`src/rtl/id_scan_arbiter_pkg.sv`:
```
// Shared encodings and character classes for the identifier scan arbiter.
// Imported by the recognizer core and the arbiter top.
package id_scan_defs;

  typedef enum logic [1:0] {
    S_IDLE   = 2'd0,
    S_SCAN   = 2'd1,
    S_REPORT = 2'd2
  } state_e;

  typedef enum logic [1:0] {
    C_START  = 2'd0,
    C_ID     = 2'd1,
    C_REJECT = 2'd2
  } core_e;

  function automatic logic is_alpha(input logic [7:0] c);
    return ((c >= 8'h41) && (c <= 8'h5a)) ||
           ((c >= 8'h61) && (c <= 8'h7a));
  endfunction

  function automatic logic is_digit(input logic [7:0] c);
    return (c >= 8'h30) && (c <= 8'h39);
  endfunction

  function automatic logic is_alnum(input logic [7:0] c);
    return is_alpha(c) || is_digit(c);
  endfunction

endpackage

```
`src/rtl/id_scan_arbiter_core.sv`:
```
// Per-character identifier recognizer: [A-Za-z][A-Za-z0-9]*.
// A bad first char (or any non-alnum step) latches REJECT until clr.
module id_match_core
  import id_scan_defs::*;
(
  input  logic       clk,
  input  logic       reset,
  input  logic       clr,
  input  logic       step,
  input  logic [7:0] ch,
  output logic       ok
);

  core_e state_q, state_d;

  always_comb begin
    state_d = state_q;
    if (clr) begin
      state_d = C_START;
    end else if (step) begin
      unique case (state_q)
        C_START: state_d = is_alpha(ch) ? C_ID : C_REJECT;
        C_ID:    state_d = is_alnum(ch) ? C_ID : C_REJECT;
        default: state_d = C_REJECT;
      endcase
    end
  end

  always_ff @(posedge clk or posedge reset) begin
    if (reset) state_q <= C_START;
    else       state_q <= state_d;
  end

  assign ok = (state_q == C_ID);

endmodule

```
`src/rtl/id_scan_arbiter.sv`:
```
// Round-robin token arbiter feeding two char streams into one
// identifier recognizer; one registered result per token.
module id_scan_arbiter
  import id_scan_defs::*;
#(
  parameter int LEN_W   = 8,
  parameter int MAX_LEN = 32
) (
  input  logic             clk,
  input  logic             reset,
  input  logic             req0_valid,
  input  logic [7:0]       req0_char,
  output logic             req0_ready,
  input  logic             req1_valid,
  input  logic [7:0]       req1_char,
  output logic             req1_ready,
  output logic             res_valid,
  output logic             res_src,
  output logic             res_is_id,
  output logic [LEN_W-1:0] res_len,
  output logic             busy
);

  localparam logic [LEN_W-1:0] LEN_SAT = '1;

  state_e           state_q, state_d;
  logic             grant_q, grant_d;
  logic             rr_q, rr_d;
  logic [LEN_W-1:0] len_q, len_d;
  logic             ovf_q, ovf_d;
  logic             res_valid_q, res_valid_d;
  logic             res_src_q, res_src_d;
  logic             res_is_id_q, res_is_id_d;
  logic [LEN_W-1:0] res_len_q, res_len_d;

  logic       sel_valid;
  logic [7:0] sel_char;
  logic       take;
  logic       alnum;
  logic       core_ok;

  assign sel_valid = grant_q ? req1_valid : req0_valid;
  assign sel_char  = grant_q ? req1_char  : req0_char;
  assign take      = (state_q == S_SCAN) && sel_valid;
  assign alnum     = is_alnum(sel_char);

  id_match_core u_core (
    .clk   (clk),
    .reset (reset),
    .clr   (state_q == S_REPORT),
    .step  (take && alnum),
    .ch    (sel_char),
    .ok    (core_ok)
  );

  always_comb begin
    state_d     = state_q;
    grant_d     = grant_q;
    rr_d        = rr_q;
    len_d       = len_q;
    ovf_d       = ovf_q;
    res_valid_d = 1'b0;
    res_src_d   = res_src_q;
    res_is_id_d = res_is_id_q;
    res_len_d   = res_len_q;
    unique case (state_q)
      S_IDLE: begin
        if (req0_valid || req1_valid) begin
          grant_d = (req0_valid && req1_valid) ? rr_q : req1_valid;
          state_d = S_SCAN;
        end
      end
      S_SCAN: begin
        if (take && alnum) begin
          // ovf remembers that the true length passed the counter
          if (len_q == LEN_SAT) ovf_d = 1'b1;
          else                  len_d = len_q + 1'b1;
        end else if (take) begin
          state_d     = S_REPORT;
          res_valid_d = 1'b1;
          res_src_d   = grant_q;
          res_len_d   = len_q;
          res_is_id_d = core_ok && (len_q != '0) && !ovf_q &&
                        (int'(len_q) <= MAX_LEN);
        end
      end
      S_REPORT: begin
        state_d = S_IDLE;
        rr_d    = ~grant_q;
        len_d   = '0;
        ovf_d   = 1'b0;
      end
      default: state_d = S_IDLE;
    endcase
  end

  always_ff @(posedge clk or posedge reset) begin
    if (reset) begin
      state_q     <= S_IDLE;
      grant_q     <= 1'b0;
      rr_q        <= 1'b0;
      len_q       <= '0;
      ovf_q       <= 1'b0;
      res_valid_q <= 1'b0;
      res_src_q   <= 1'b0;
      res_is_id_q <= 1'b0;
      res_len_q   <= '0;
    end else begin
      state_q     <= state_d;
      grant_q     <= grant_d;
      rr_q        <= rr_d;
      len_q       <= len_d;
      ovf_q       <= ovf_d;
      res_valid_q <= res_valid_d;
      res_src_q   <= res_src_d;
      res_is_id_q <= res_is_id_d;
      res_len_q   <= res_len_d;
    end
  end

  assign req0_ready = (state_q == S_SCAN) && !grant_q;
  assign req1_ready = (state_q == S_SCAN) &&  grant_q;
  assign res_valid  = res_valid_q;
  assign res_src    = res_src_q;
  assign res_is_id  = res_is_id_q;
  assign res_len    = res_len_q;
  assign busy       = (state_q != S_IDLE);

endmodule

```
`config.mk`:
```
export PLATFORM = sky130hd
export DESIGN_NAME = id_scan_arbiter
export DESIGN_NICKNAME = d
export VERILOG_FILES = /design/src/rtl/id_scan_arbiter_pkg.sv /design/src/rtl/id_scan_arbiter_core.sv /design/src/rtl/id_scan_arbiter.sv
export SDC_FILE = /design/constraint.sdc
export NUM_CORES = 1
export LEC_CHECK = 0
export CAP_MARGIN = 20
export CORE_ASPECT_RATIO = 1.1
export CORE_MARGIN = 1.5
export CORE_UTILIZATION = 52
export CTS_BUF_LIST = sky130_fd_sc_hd__clkbuf_4
export CTS_CLUSTER_DIAMETER = 120
export DETAILED_ROUTE_END_ITERATION = 10
export GPL_TIMING_DRIVEN = 0
export PLACE_DENSITY = 0.82
export RECOVER_POWER = 100
export SLEW_MARGIN = 15
export SYNTH_ARGS = -nofsm -noshare
export SYNTH_HDL_FRONTEND = slang
export SYNTH_SLANG_ARGS = --single-unit
export TNS_END_PERCENT = 5
```
`constraint.sdc`:
```
create_clock -name clk -period 3 [get_ports clk]
set_input_delay 0.6 -clock clk [delete_from_list [all_inputs] [get_ports clk]]
set_output_delay 0.6 -clock clk [all_outputs]
set_load 0.1 [all_outputs]
```
======== Yosys cells after proc, flatten, opt, wreduce, memory -nomap -nowiden ========
Index checks and enable logic that the tools add are counted.
operators by class
  add/subtract/negate cells ............... 1
  $lt $le $gt $ge ......................... 7
  eq/ne operators ......................... 10
  multiplexer cells ....................... 21
  bitwise gates (word level) .............. 2
  reduce and logical (&&, ||, !) cells .... 27
operator list
  cell                                                            count
  two-way mux 8 bit                                               3
  >= comparator 8 x 7 -> 1 bit, second input constant             2
  less-or-equal comparator 8 x 6 -> 1 bit, second input constant  2
  less-or-equal comparator 8 x 7 -> 1 bit, second input constant  2
  case mux 8 bit (2 select lines)                                 1
  two-way mux 2 bit                                               7
  AND reduction 3 bit                                             4
  logical AND 1 bit                                               11
  adder 8 x 1 -> 8 bit, second input constant                     1
  == test 8 bit, second input constant                            1
  >= comparator 8 x 6 -> 1 bit, second input constant             1
  inequality test 2 bit, second input constant                    4
  case mux 2 bit (2 select lines)                                 2
  nonzero test 8 bit                                              1
  two-way mux 1 bit                                               7
  nonzero test 2 bit                                              3
  == test 2 x 1 -> 1 bit, second input constant                   2
  logical NOT 2 bit                                               2
  inequality test 2 x 1 -> 1 bit, second input constant           2
  logical OR 1 bit                                                3
  == test 2 bit, second input constant                            1
  logical NOT 1 bit                                               2
  inverter 1 bit                                                  2
  case mux 1 bit (2 select lines)                                 1
  AND reduction 2 bit                                             1
word-level totals
  register bits after elaboration ......... 26
  logic and storage cells ................. 78

======== Depth between registers and ports, before layout ========
Gate-level depths: netlist of the first run.
  word-level depth ........................ 9
  mapped depth ............................ 7
  gate-level depth less buffers ........... 6

======== Modules after synthesis ========
Synthesis of the first run repeated with hierarchy kept, for this count alone.
unflattened totals
  cells, all modules ...................... 161
  area, all modules ....................... 1614.0 um2
modules (own cells, without submodules)
  module           times used  cells an instance  area each (um2)  sequential area each (um2)
  id_scan_arbiter  1           144                1438.9           600.6
  id_match_core    1           17                 175.2            50.0

======== Least setup slack after synthesis of the first run ========
No wires, ideal clock.
  path type ............................... register to output
  from .................................... register state_q[1]
  to ...................................... output req0_ready
  data arrival time ....................... 2075 ps
  slack ................................... 325 ps
  stages on the path, launching flop included .. 4
  path buffers ............................ 0
  cell sequence ........................... dfrtp_1 > inv_1 > ha_1 > nor2b_1
on the way
  longest elaborated chain between the ends .. 2
RTL lines
  element                   line                    text
  start: declaration        id_scan_arbiter.sv:26   state_e state_q, state_d;
  start signal: assignment  id_scan_arbiter.sv:109  state_q <= state_d;
  == test 2 x 1 -> 1 bit    id_scan_arbiter.sv:121  assign req0_ready = (state_q == S_SCAN) && !grant_q;
  logical AND 1 bit         id_scan_arbiter.sv:121
  end: declaration          id_scan_arbiter.sv:13   output logic req0_ready,
Every way passes these cells.

======== Final worst setup path of the first run ========
  from .................................... input req0_char[6]
  to ...................................... register len_q[0]
on the way
  longest elaborated chain between the ends .. 8
  elaborated cells between the ends (all ways) .. 15
  those cells by class .................... 6 x order compare; 1 x eq/ne; 1 x mux; 7 x reduce/logical
RTL lines
  element                                               line                                                  text
  start: declaration                                    id_scan_arbiter.sv:12                                 input logic [7:0] req0_char,
  two-way mux 8 bit *                                   id_scan_arbiter.sv:43                                 assign sel_char = grant_q ? req1_char : req0_char;
  >= comparator 8 x 7 -> 1 bit (tied with other cells)  id_scan_arbiter_pkg.sv:18                             return ((c >= 8'h41) && (c <= 8'h5a)) ||
  logical AND 1 bit (on tied branches)                  id_scan_arbiter_pkg.sv:18, id_scan_arbiter_pkg.sv:19
  logical OR 1 bit                                      id_scan_arbiter_pkg.sv:18
  logical OR 1 bit *                                    id_scan_arbiter_pkg.sv:27                             return is_alpha(c) || is_digit(c);
  logical AND 1 bit *                                   id_scan_arbiter.sv:74                                 if (take && alnum) begin
  inequality test 2 x 1 -> 1 bit (no line) *            n/a
  AND reduction 3 bit (no line) *                       n/a
  end signal: assignment                                id_scan_arbiter.sv:112                                len_q <= len_d;
  end: declaration                                      id_scan_arbiter.sv:29                                 logic [LEN_W-1:0] len_q, len_d;
Every way passes the cells marked *; elsewhere a longest branch is shown, timed or not.
A chain may end at the register's enable or synchronous reset.

==> flow_metrics.tcl, run 1 <==
set metrics [dict create \
    synth-main-ff-cell "dfrtp_1" \
    final.setup.tns_ns 0 \
    fin_cells 219 \
    switching_share_pct 54.8 \
    hold_viol_final 0 \
    rsz0062_at_grt "no" \
    avgSynthCellArea_um2 10.3 \
    postCtsSetupRepairBufs 0 \
    syn_area_um2 1520 \
    fillers 225 \
    cts_sinks 26 \
    async_flop_share_pct 100 \
    clkLatencyLatePin_ns 0.33 \
    worstPathMaxFanout 8 \
    synth-seq-cells 26 \
    syn_to_final_growth_pct 26.3 \
    ant_nets 0 \
    drt_wl_total_um 3770 \
    chipWidth_um 54.5 \
    drt_iter0_drc 49 \
    power_frac_seq_pct 27.1 \
    dp_cells 214 \
    cp.arrival_ns 3.08 \
    grt_usage_pct 24.5 \
    via_per_inst 6.13 \
    cts_tree "done" \
    power_frac_comb_pct 62.1 \
    synth_cells 148 \
    cts_inserted_buffers 3 \
    internal-power_w 0.00102 \
    critical_path_class "input pin to flop" \
    final_cell_mix "dfrtp_1, clkdlybuf4s50_1, dlygate4sd3_1, inv_1, nor2_1" \
    grt_pass1_wl_um 5860 \
    rows 20 \
    ios 34 \
    initial_core_util_pct 54.7 \
    p_leak_nw 0.840 \
    worst_pin_slew_ns 1.17 \
    start_kind "input pin" \
    drc 0 \
    antenna_found_initial 0 \
    ys_seq_area_share_pct 42.8 \
    coreArea_um2 2780 \
    path_clk_slew_ns 0.15 \
    htree_levels 1 \
    grt_max_degree 27 \
    drv_slew 0 \
    final_common_cell "dfrtp_1" \
    cts_buffer_depth 2 \
    crit_required_ns 3.22 \
    maxCapViolations 0 \
    wl_per_cell_um 17.2 \
    syn_nets 173 \
    synth-edff-count 0 \
    multi_input_area_um2 777 \
    dieHeight_um 59.7 \
    synthDistinctLibCells 51 \
    final_util_pct 69.1 \
    fin_crit_ns 2.86 \
    grt_pass1_vias 1376 \
    dieArea_um2 3250 \
    holdBufCountCts 0 \
    finalCritPeriodShare_pct 95.5 \
    cellPowerDensity_nw_per_um2 1180 \
    grt-ovfl-total 0 \
    clock-root-buffer "clkbuf_4" \
    yosys_warnings 0 \
    switchingPower_w 0.00124 \
    drive_above_1_share_pct 7.53 \
    finalSetupViolations 0 \
    status "completed" \
    hpwl_um 2690 \
    nets 212 \
    num_vias 1343 \
    antenna_cells 0 \
    peakVddDrop_mv 1.09 \
    gp_congestion 0.872 \
    seqCellArea_um2 651 \
    cp-end-kind "flop" \
    firstDrtPassIters 4 \
    max-slew-margin-rel_pct 22.0 \
    skew_ns 0.0179 \
    clkPwrFrac_pct 10.8 \
    max_freq_mhz 349 \
    hold_path.class "flop to flop" \
    cts_resized 2 \
    port_buffers 33 \
]
state kept, by name, indices dropped and copies added (netlist names):
signal and count:
res_len 8, rr_q 1, res_valid 1, state_q 2
res_src 1, res_is_id 1, ovf_q 1, grant_q 1
u_core.state_q 2, len_q 8
kinds of logic after synthesis:
group / after synthesis / share of synthesized area, %
multiplexers: 15 / 11.1
buffers and inverters: 18 / 5.35
AND/OR/NAND/NOR: 51 / 19.7
XOR/XNOR: 1 / 0.577
AO/OA/AOI/OAI: 32 / 16.3
flip-flops: 26 / 42.8
adder cells (fa/ha/maj): 5 / 4.12
cell usage after synthesis, types with 2 or more instances:
cell | n | area share, %
nor2b_1 | 2 | 0.82
nand2_1 | 5 | 1.2
inv_1 | 11 | 2.7
nand2b_1 | 2 | 0.82
buf_2 | 2 | 0.66
mux2i_1 | 3 | 2.0
ha_1 | 5 | 4.1
nor3_1 | 5 | 1.6
nand3_1 | 5 | 1.6
mux2_2 | 3 | 2.2
a21oi_1 | 4 | 1.3
o32ai_1 | 3 | 1.7
o211ai_1 | 3 | 1.5
nand3b_1 | 2 | 0.99
o31ai_1 | 3 | 1.5
nor3b_1 | 2 | 0.99
dfrtp_1 | 26 | 43
clkbuf_1 | 2 | 0.49
nor2_1 | 10 | 2.5
a211oi_1 | 2 | 0.99
mux2_1 | 8 | 5.9
nor4_1 | 4 | 1.6
and2_1 | 2 | 0.82
a22o_1 | 4 | 2.3
or3_1 | 2 | 0.82
o21ai_0 | 3 | 0.99
stage by stage:
stage	total power, W	hold WS (ns)	area, µm²	setup WS, ns
final	0.00225	0.497	1920	0.136
after floorplan	0.00172	0.461	1520	0.325
after global placement	0.00203	0.468	1890	0.0567
after CTS	0.00231	0.508	1940	0.0942
after detailed placement	0.00207	0.475	1890	0.00763
after global routing	0.00237	0.525	1920	0.0630
worst max-delay path, cell delays in order:
cell	delay, ns
clkdlybuf4s50_1	0.47
nor3b_1	0.24
o22ai_1	0.16
nor4_1	0.91
or3_1	0.25
buf_6	0.14
mux2_1	0.32
final cells by class:
class                      count  area share (%)
multi-input combinational    104            40.5
sequential                    26            33.9
timing repair buffer          34            16.4
inverter                      11            2.15
tap                           33            2.15
buffer                         7            2.09
clock inverter                 1            1.57
clock buffer                   3            1.17
path summary, 6_finish.rpt:
path | slack (ns) | cells past startpoint | startpoint | endpoint
setup / recovery | 0.14 | 7 | req0_char[6] | len_q[0]
hold / removal | 0.50 | 1 | res_src | res_src
setup reg to reg | 0.19 | 7 | grant_q | len_q[0]
hold reg to reg | 0.50 | 1 | res_src | res_src
max in group asynchronous | 1.10 | 3 | reset | len_q[7]
min in group asynchronous | 0.61 | 2 | reset | res_len[2]
power by group through the flow:
stage	combinational [W]	sequential, W	clock [W]
floorplan	0.000692	0.00103	0
global placement	0.00142	0.000612	0
CTS	0.00145	0.000613	0.000246
detailed placement	0.00145	0.000621	0
global route	0.00148	0.000627	0.000264
finish	0.00140	0.000610	0.000244
per-layer routing:
layer / routed length (µm) / GRT usage (%)
met3: 189 / 3.75
met2: 1990 / 46.3
met5: 0 / 0
met1: 1520 / 27.1
met4: 61 / 7.86
(Power assumes the default switching activity.)
==> inputs of run 2 (changes only) <==
--- a/config.mk
+++ b/config.mk
@@ -13,9 +13,8 @@
 export CTS_CLUSTER_DIAMETER = 120
 export DETAILED_ROUTE_END_ITERATION = 10
 export GPL_TIMING_DRIVEN = 0
-export PLACE_DENSITY = 0.82
+export PLACE_DENSITY_LB_ADDON = 0.15
 export RECOVER_POWER = 100
-export SLEW_MARGIN = 15
 export SYNTH_ARGS = -nofsm -noshare
 export SYNTH_HDL_FRONTEND = slang
 export SYNTH_SLANG_ARGS = --single-unit
==> run 2 against run 1 <==
Net effect:
- clock-buffer cell count did not move
- total power is 0.68% lower
- clock skew shrank 0.0021 ns
- routed wire length shrank 9.6%
- hold slack improved by 0.0021 ns
- design area rose by 0.52%
- first-iteration DRC count fell by 57%
- largest cell class unchanged
- highest routed layer unchanged
==> flow_metrics.tcl, run 2 (same netlist as run 1, synthesis figures left out) <==
set metrics [dict create \
    status "completed" \
    hold_path.class "flop to flop" \
    firstDrtPassIters 4 \
    ff2ff_path_depth 7 \
    hold_viol_final 0 \
    grt_max_degree 27 \
    gp_congestion 0.858 \
    switchingPower_w 0.00120 \
    maxCapViolations 0 \
    wl_per_cell_um 15.5 \
    critical_path_class "flop to primary output" \
    r2r-end "res_len[1]" \
    grt_pass1_vias 1292 \
    drv_slew 0 \
    endpoint "busy" \
    coreArea_um2 2780 \
    setup_ws_ns 0.103 \
    worstSetupStartpoint "state_q[0]" \
    crit_required_ns 2.40 \
    cts_tree "done" \
    fin_crit_ns 2.90 \
    final_common_cell "dfrtp_1" \
    dieArea_um2 3250 \
    peakVddDrop_mv 1.20 \
    path_clk_slew_ns 0.15 \
    cellPowerDensity_nw_per_um2 1160 \
    fillers 215 \
    htree_levels 1 \
    switching_share_pct 53.8 \
    num_vias 1323 \
    cp.arrival_ns 2.30 \
    rows 20 \
    clock-root-buffer "clkbuf_4" \
    drive_above_1_share_pct 7.53 \
    cts_sinks 26 \
    hpwl_um 2590 \
    dieHeight_um 59.7 \
    chipWidth_um 54.5 \
    cts_buffer_depth 2 \
    final_area_um2 1930 \
    drt_iter0_drc 21 \
    dpl_worst_slack_ns 0.0266 \
    start_kind "flop" \
    max_freq_mhz 345 \
    final.setup.tns_ns 0 \
    finalCritPeriodShare_pct 96.6 \
    power_frac_comb_pct 62.2 \
    p_leak_nw 0.845 \
    reg2reg_from "grant_q" \
    postCtsSetupRepairBufs 0 \
    final_cell_mix "dfrtp_1, clkdlybuf4s50_1, dlygate4sd3_1, inv_1, nor2_1" \
    nets 212 \
    port_buffers 33 \
    power_frac_seq_pct 27.2 \
    drc 0 \
    cts_inserted_buffers 3 \
    antenna_cells 0 \
    cp-end-kind "primary output" \
    grt-ovfl-total 0 \
    grt_usage_pct 22.6 \
    dpl_cell_area_um2 1890 \
    cts_resized 2 \
    worst_pin_slew_ns 1.32 \
    via_per_inst 6.04 \
    drt_wl_total_um 3410 \
    rsz0062_at_grt "no" \
    worstPathMaxFanout 3 \
    max-slew-margin-rel_pct 12.3 \
    holdBufCountCts 0 \
    skew_ns 0.0158 \
    clkPwrFrac_pct 10.6 \
    ios 34 \
    ant_nets 0 \
    rrSetupSlack_ns 0.23 \
    clkLatencyLatePin_ns 0.32 \
    grt_pass1_wl_um 5440 \
    initial_core_util_pct 54.7 \
    syn_to_final_growth_pct 26.9 \
    finalSetupViolations 0 \
    internal-power_w 0.00103 \
    antenna_found_initial 0 \
]
## run 2: changes by cell type in the layout (fill, tap and decap cells not counted), sizes merged
| cell | change |
|---|---|
| clkbuf | -1 |
| clkdlybuf4s50 | +1 |
## run 2: metal layers
metal | vias up | global-route usage [%] | part of all wire, % | wire [µm]
met5 | - | 0 | 0 | 0
met1 | 643 | 25.9 | 41 | 1380
met3 | 4 | 4.00 | 6.1 | 208
li1 | 630 | - | - | -
met2 | 46 | 41.1 | 52 | 1780
met4 | 0 | 7.86 | 1.0 | 35
## run 2: power groups by stage
| stage | clock, W | combinational (W) | sequential, W |
|---|---|---|---|
| final | 0.000238 | 0.00139 | 0.000609 |
| after global routing | 0.000254 | 0.00148 | 0.000626 |
| after CTS | 0.000245 | 0.00143 | 0.000611 |
| after detailed placement | 0 | 0.00144 | 0.000620 |
| after global placement | 0 | 0.00142 | 0.000613 |
| after floorplan | 0 | 0.000692 | 0.00103 |
## run 2: final cells by class
| type | count | area (µm²) | area share [%] |
|---|---|---|---|
| multi-input cells | 104 | 781 | 40.5 |
| plain buffers | 7 | 40.0 | 2.08 |
| well taps | 33 | 41.3 | 2.14 |
| inverters | 11 | 41.3 | 2.14 |
| clock buffers | 3 | 22.5 | 1.17 |
| flip-flops and latches | 26 | 651 | 33.7 |
| clock inverters | 1 | 30.0 | 1.56 |
| repair buffers | 34 | 322 | 16.7 |
## run 2: worst max-delay path: stages (launching register included)
cell and delay, ns:
dfrtp_1 0.41, inv_1 0.09, ha_1 0.23, inv_1 0.10
clkdlybuf4s50_1 1.13
## run 2: through the flow
step           util (%)  hold WS [ns]  instances  power [W]
3_3_place_gp       68.1         0.468        214    0.00203
5_1_grt            69.4         0.518        219    0.00236
6_report           69.4         0.499        219    0.00224
4_1_cts            69.9         0.508        218    0.00229
3_5_place_dp       68.1         0.475        214    0.00206
2_1_floorplan         -         0.461        148    0.00172
## run 2: how the worst min path moves through the flow
| stage | cells after the start | endpoint | start | slack (ns) |
|---|---|---|---|---|
| after global routing | 1 | res_len[0] | res_len[0] | 0.52 |
| after detailed placement | 1 | res_len[7] | res_len[7] | 0.47 |
| after global placement | 1 | res_src | res_src | 0.47 |
| after CTS | 1 | res_len[7] | res_len[7] | 0.51 |
| after floorplan | 1 | u_core.state_q[0] | u_core.state_q[1] | 0.46 |
| final | 1 | res_is_id | res_is_id | 0.50 |
==> inputs of run 3 (changes only) <==
--- a/config.mk
+++ b/config.mk
@@ -6,7 +6,6 @@
 export NUM_CORES = 1
 export LEC_CHECK = 0
 export CAP_MARGIN = 20
-export CORE_ASPECT_RATIO = 1.1
 export CORE_MARGIN = 1.5
 export CORE_UTILIZATION = 52
 export CTS_BUF_LIST = sky130_fd_sc_hd__clkbuf_4
==> run 3 against run 2 <==
Net effect:
- worst setup slack gained 0.0072 ns
- critical path depth is the same
- routed wire length grew 1.1%
- utilization grew 0.23 points
- clock skew shrank 0.011 ns
- fmax grew 0.25%
- total power shrank 0.82%
- critical path type unchanged
- cell count shrank 0.91%
- clock power is essentially flat
- via count shrank 2.7%
==> flow_metrics.tcl, run 3 (same netlist as run 1, synthesis figures left out) <==
set metrics [dict create \
    final.setup.tns_ns 0 \
    final_area_um2 1920 \
    max-slew-margin-rel_pct 20.6 \
    syn_to_final_growth_pct 26.4 \
    hold_viol_final 0 \
    nets 212 \
    htree_levels 1 \
    clkLatencyLatePin_ns 0.33 \
    finalSetupViolations 0 \
    start_kind "flop" \
    clock-root-buffer "clkbuf_4" \
    drc 0 \
    r2r-end "len_q[0]" \
    worstPathMaxFanout 3 \
    drv_slew 0 \
    fin_cells 217 \
    worstSetupStartpoint "state_q[0]" \
    final_cell_mix "dfrtp_1, clkdlybuf4s50_1, dlygate4sd3_1, inv_1, nor2_1" \
    min_to "res_len[7]" \
    cts_sinks 26 \
    firstDrtPassIters 4 \
    crit_top_cell "inv_1" \
    rsz0062_at_grt "no" \
    initial_core_util_pct 55.1 \
    cts_inserted_buffers 3 \
    fillers 231 \
    slowest_stage "clkdlybuf4s50_1" \
    dpl_cell_area_um2 1890 \
    gp_congestion 0.866 \
    critical_path_class "flop to primary output" \
    hpwl_um 2500 \
    crit_path_max_incr_delay_ns 1.14 \
    wl_per_cell_um 15.9 \
    finalCritPeriodShare_pct 96.3 \
    chipWidth_um 57.0 \
    skew_ns 0.00433 \
    cp_cell_sequence "inv_1 > ha_1 > inv_1 > clkdlybuf4s50_1" \
    ff2ff_path_depth 7 \
    final_common_cell "dfrtp_1" \
    top_usage_layer "met2" \
    met3_usage_pct 4.76 \
    hp-start "res_len[7]" \
    ant_nets 0 \
    whs_path_depth 1 \
    dp_cells 212 \
    antenna_cells 0 \
    status "completed" \
    grt_pass1_vias 1357 \
    drt_iter0_drc 40 \
    hold_path.class "flop to flop" \
    via_per_inst 5.93 \
    cp_num_buf_inv 3 \
    maxCapViolations 0 \
    use_met1_pct 27.7 \
    cellPowerDensity_nw_per_um2 1160 \
    drt_wl_total_um 3440 \
    crit_cells 4 \
    num_vias 1287 \
    rrSetupSlack_ns 0.31 \
    crit_required_ns 2.40 \
    grt-ovfl-total 0 \
    cts_buffer_depth 2 \
    cp-end-kind "primary output" \
    antenna_found_initial 0 \
    dieArea_um2 3250 \
    met2_usage_pct 38.8 \
    cp_top_family "buffers and inverters" \
    cp.arrival_ns 2.29 \
    dieHeight_um 57.0 \
    rows 19 \
    path_clk_slew_ns 0.14 \
    max_freq_mhz 346 \
    fin_crit_ns 2.89 \
    coreArea_um2 2760 \
    drive_above_1_share_pct 7.53 \
    ios 34 \
    reg2reg_from "len_q[0]" \
    worst_pin_slew_ns 1.19 \
    port_buffers 33 \
    p_leak_nw 0.838 \
    cts_tree "done" \
    grt_usage_pct 22.6 \
    grt_max_degree 27 \
    grt_pass1_wl_um 5840 \
    peakVddDrop_mv 1.44 \
]
run 3: cell types whose count changed in the layout (fill, tap and decap cells not counted), sizes merged:
cell and delta:
clkdlybuf4s50 -1, dlygate4sd3 +1, buf -1, clkbuf +1
run 3: worst max-delay path by stage:
stage / end / slack (ns)
4_1_cts: busy / 0.09
6_report: busy / 0.11
2_1_floorplan: req0_ready / 0.33
3_3_place_gp: res_len[3] / 0.06
5_1_grt: len_q[0] / 0.01
3_5_place_dp: res_len[0] / 0.05
run 3: report_power, final:
| group | internal [W] | switching (W) | total [W] | leakage (nW) |
|---|---|---|---|---|
| Combinational | 0.000383 | 0.000988 | 0.00137 | 0.494 |
| Sequential | 0.000493 | 0.000115 | 0.000608 | 0.316 |
| Clock | 0.000135 | 0.000106 | 0.000241 | 0.0279 |
run 3: worst register-to-register path, delay by kind of cell (launching register included):
kind,cells,cell delay [ns]
muxes,1,0.36
DFF,1,0.45
adders and majority gates,1,0.26
buffers and inverters,1,0.32
AOI/OAI and AO/OA,1,0.16
and+or+nand+nor,3,1.04
run 3: cell type report:
type                       count  area (µm²)  share of cell area (%)
timing repair buffer          34         322                    16.7
tap                           31        38.8                    2.02
clock buffer                   3        22.5                    1.17
sequential                    26         651                    33.9
inverter                      11        41.3                    2.15
clock inverter                 1        30.0                    1.56
buffer                         7        32.5                    1.69
multi-input combinational    104         783                    40.8
run 3: what timing repair did:
| item | in CTS | in global routing |
|---|---|---|
| hold endpoints to repair | 0 | 0 |
| endpoints found under the setup margin | 2 | 0 |
| resized for setup | 2 | 0 |
| buffers inserted | 0 | 0 |
| hold buffers | 0 | 0 |
run 3: per-layer routing:
layer | wire length (µm) | vias to the layer above
met1 | 1490 | 620
met4 | 64 | 0
met2 | 1690 | 35
li1 | - | 625
met5 | 0 | -
met3 | 198 | 7
run 3: through the flow:
step / hold slack (ns) / total power (W) / utilization (%) / setup slack (ns)
2_1_floorplan: 0.461 / 0.00172 / - / 0.325
3_3_place_gp: 0.468 / 0.00203 / 68.5 / 0.0564
3_5_place_dp: 0.474 / 0.00206 / 68.5 / 0.0472
4_1_cts: 0.506 / 0.00230 / 70.3 / 0.0908
5_1_grt: 0.519 / 0.00235 / 69.6 / 0.0144
6_report: 0.496 / 0.00222 / 69.6 / 0.110
==> patch (config.mk and constraints of run 2) <==
Set the parameter `LEN_W` to 4 (it was 8).
--- a/src/rtl/id_scan_arbiter.sv
+++ b/src/rtl/id_scan_arbiter.sv
@@ -3,7 +3,7 @@
 module id_scan_arbiter
   import id_scan_defs::*;
 #(
-  parameter int LEN_W   = 8,
+  parameter int LEN_W   = 4,
   parameter int MAX_LEN = 32
 ) (
   input  logic             clk,
Ports: changed (resized res_len); port bits go from 34 to 30. The function was not compared with the original's and may differ.
==> patch against run 2 <==
  * Critical path depth unchanged
  * Design area decreased by 22%
  * Worst setup slack got worse by 0.0037 ns
  * Sequential cell count decreased by 8
  * Wire length decreased by 27%
  * Die area decreased by 20%
  * Synthesized area decreased by 21%
  * Register-to-register slack improved by 0.74 ns
  * First-iteration DRC count increased by 4.8%
  * Power decreased by 28%
  * Critical path type unchanged
  * Non-clock buffer count decreased by 10
  * Hold slack got worse by 0.014 ns
==> patch: results (changes against run 2) <==
- Type of the tightest min-delay check: reg2reg
- Dominant cells by area after synthesis: sky130_fd_sc_hd__dfrtp_1 (38%), sky130_fd_sc_hd__mux2_4 (7.5%), sky130_fd_sc_hd__ha_1 (5.2%)
- Compound-Gate Fraction of Synth Area: 20.4% (+4.1 points)
- Gp weighted congestion: 0.779 (-9.3%)
- Detailed Place HPWL: 2020 um (-22%)
- Sequential fraction of the synthesis area: 37.5% (-5.3 points)
- Number of antenna violations at the first check in global routing: 0 (unchanged)
- Count of mapped cells out of synthesis: 122 (-18%)
- Gr usage total: 21.0% (-1.6 points)
- Highest fanout seen on the critical path: 4 (+1)
- Vias per cell: 5.76 (-4.7%)
- Maxcap violations: 0 (unchanged)
- Number of filler instances in the final layout: 195 (-9.3%)
- Leak pwr: 0.636 nW (-25%)
- Number of cells in the finished layout apart from fillers: 184 (-16%)
- Final Skew: 0.00203 ns (-0.0138 ns)
- IR Drop Worst-Case VDD: 0.808 mV (-32%)
- Data arrival time of the worst path: 2.30 ns (about the same)
- Share of layout cells above drive strength 1: 5.84% (-1.7 points)
- Total iterations of the first detailed-routing run: 4 (unchanged)
- Violation count after the first detailed-routing iteration: 22 (+4.8%)
- Total number of H-tree levels: 1 (unchanged)
- Wirelength per Cell: 13.5 um (-13%)
- Count of unique library cells instantiated by Yosys: 34 (-33%)
- Clock buffer count from CTS: 3 (unchanged)
- Post-synthesis mux area share: 12.7% (+1.6 points)
- Clock transition at path regs: 0.09 ns (-0.06 ns)
- Post-synthesis share of cell area spent on full adders, half adders and majority gates: 5.21% (+1.1 points)
- Global-route wire length before repair: 4210 um (-23%)
- Slew @ Worst Pin: 1.16 ns (-0.159 ns)
- Cell internal power dissipation: 0.713 mW (-31%)
- Final routed DRC violation total: 0 (unchanged)
- Status: finished clean
- Count of input and output buffers: 29 (-12%)
- CTS root buffer: sky130_fd_sc_hd__clkbuf_4
- Number of warnings reported in the yosys synthesis log: 0 (unchanged)
- Fraction of synthesis flops using an asynchronous set or reset pin: 100% (unchanged)
- Leading post-synthesis cells by instance count: sky130_fd_sc_hd__dfrtp_1 (18), sky130_fd_sc_hd__a21oi_1 (11), sky130_fd_sc_hd__nor2_1 (11), sky130_fd_sc_hd__inv_1 (9), sky130_fd_sc_hd__nand2_1 (8)
- Pin count of the biggest net entering global routing: 19 (-30%)
- Total nets after synthesis: 147 (-15%)
- CTS Buffer Depth: 2 (unchanged)
- Number of global-route vias before repair: 1014 (-22%)
- Xor and xnor fraction of the mapped netlist area: 0% (-0.58 points)
- Skew-Pair Late Insertion Delay: 0.29 ns (-0.03 ns)
- Number of diodes: 0 (unchanged)
==> patch: cell types whose count changed after synthesis, moves of 4 or more <==
| cell | change |
|---|---|
| sky130_fd_sc_hd__mux2_1 | -8 |
| sky130_fd_sc_hd__a21oi_1 | +7 |
| sky130_fd_sc_hd__a22o_1 | -4 |
| sky130_fd_sc_hd__mux2_4 | +5 |
| sky130_fd_sc_hd__dfrtp_1 | -8 |
| sky130_fd_sc_hd__nor4_1 | -4 |
==> patch: layer usage <==
layer,track usage (%),wire (um)
met1,23.9,1080
met2,38.8,1290
met3,3.11,89
met4,10.0,25
met5,0,0
==> patch: worst paths after layout <==
| check | from | end | slack (ns) | cells after the start |
|---|---|---|---|---|
| setup / recovery | state_q[0] | busy | 0.1 | 4 |
| hold / removal | res_len[2] | res_len[2] | 0.49 | 1 |
| setup reg to reg | grant_q | len_q[0] | 0.97 | 5 |
| hold reg to reg | res_len[2] | res_len[2] | 0.49 | 1 |
| max in group asynchronous | reset | len_q[2] | 1.73 | 2 |
| min in group asynchronous | reset | res_src | 0.85 | 2 |
==> patch: timing repair <==
action | CTS | global route
endpoints found under the setup margin | 1 | 1
gates resized for setup | 1 | 1
buffers inserted | 0 | 0
pin swaps | 0 | 0
==> patch: per-stage QoR <==
step	area, sq um	setup slack, ns
after floorplan	1200	0.376
after detailed placement	1530	0.136
after global routing	1500	0.0276
final	1500	0.0994
after global placement	1530	0.183
after CTS	1550	0.0520
==> patch: cells by family after synthesis <==
| kind of cell | after synthesis |
|---|---|
| AOI/OAI and AO/OA | 33 |
| adders and majority gates | 5 |
| buffers and inverters | 11 |
| DFF | 18 |
| muxes | 12 |
| and+or+nand+nor | 43 |
==> patch: cell type report <==
class                      instances  share of cell area, %
sequential                        18                   30.1
multi-input combinational         93                   44.7
buffer                             2                  0.501
tap                               30                   2.50
inverter                           9                   2.25
timing repair buffer              29                   18.5
clock buffer                       3                   1.50
==> patch: worst max-delay path: stages, from the launching register on <==
cell and delay [ns]:
sky130_fd_sc_hd__dfrtp_1 0.43, sky130_fd_sc_hd__inv_1 0.09, sky130_fd_sc_hd__ha_1 0.24, sky130_fd_sc_hd__inv_1 0.11, sky130_fd_sc_hd__clkdlybuf4s50_1 1.15
==> patch: power by group through the flow <==
stage,logic [mW],clock network (mW),registers (mW)
6_report,1.07,0.115,0.438
5_1_grt,1.14,0.128,0.454
4_1_cts,1.15,0.119,0.442
3_5_place_dp,1.15,0,0.447
3_3_place_gp,1.12,0,0.439
2_1_floorplan,0.638,0,0.693
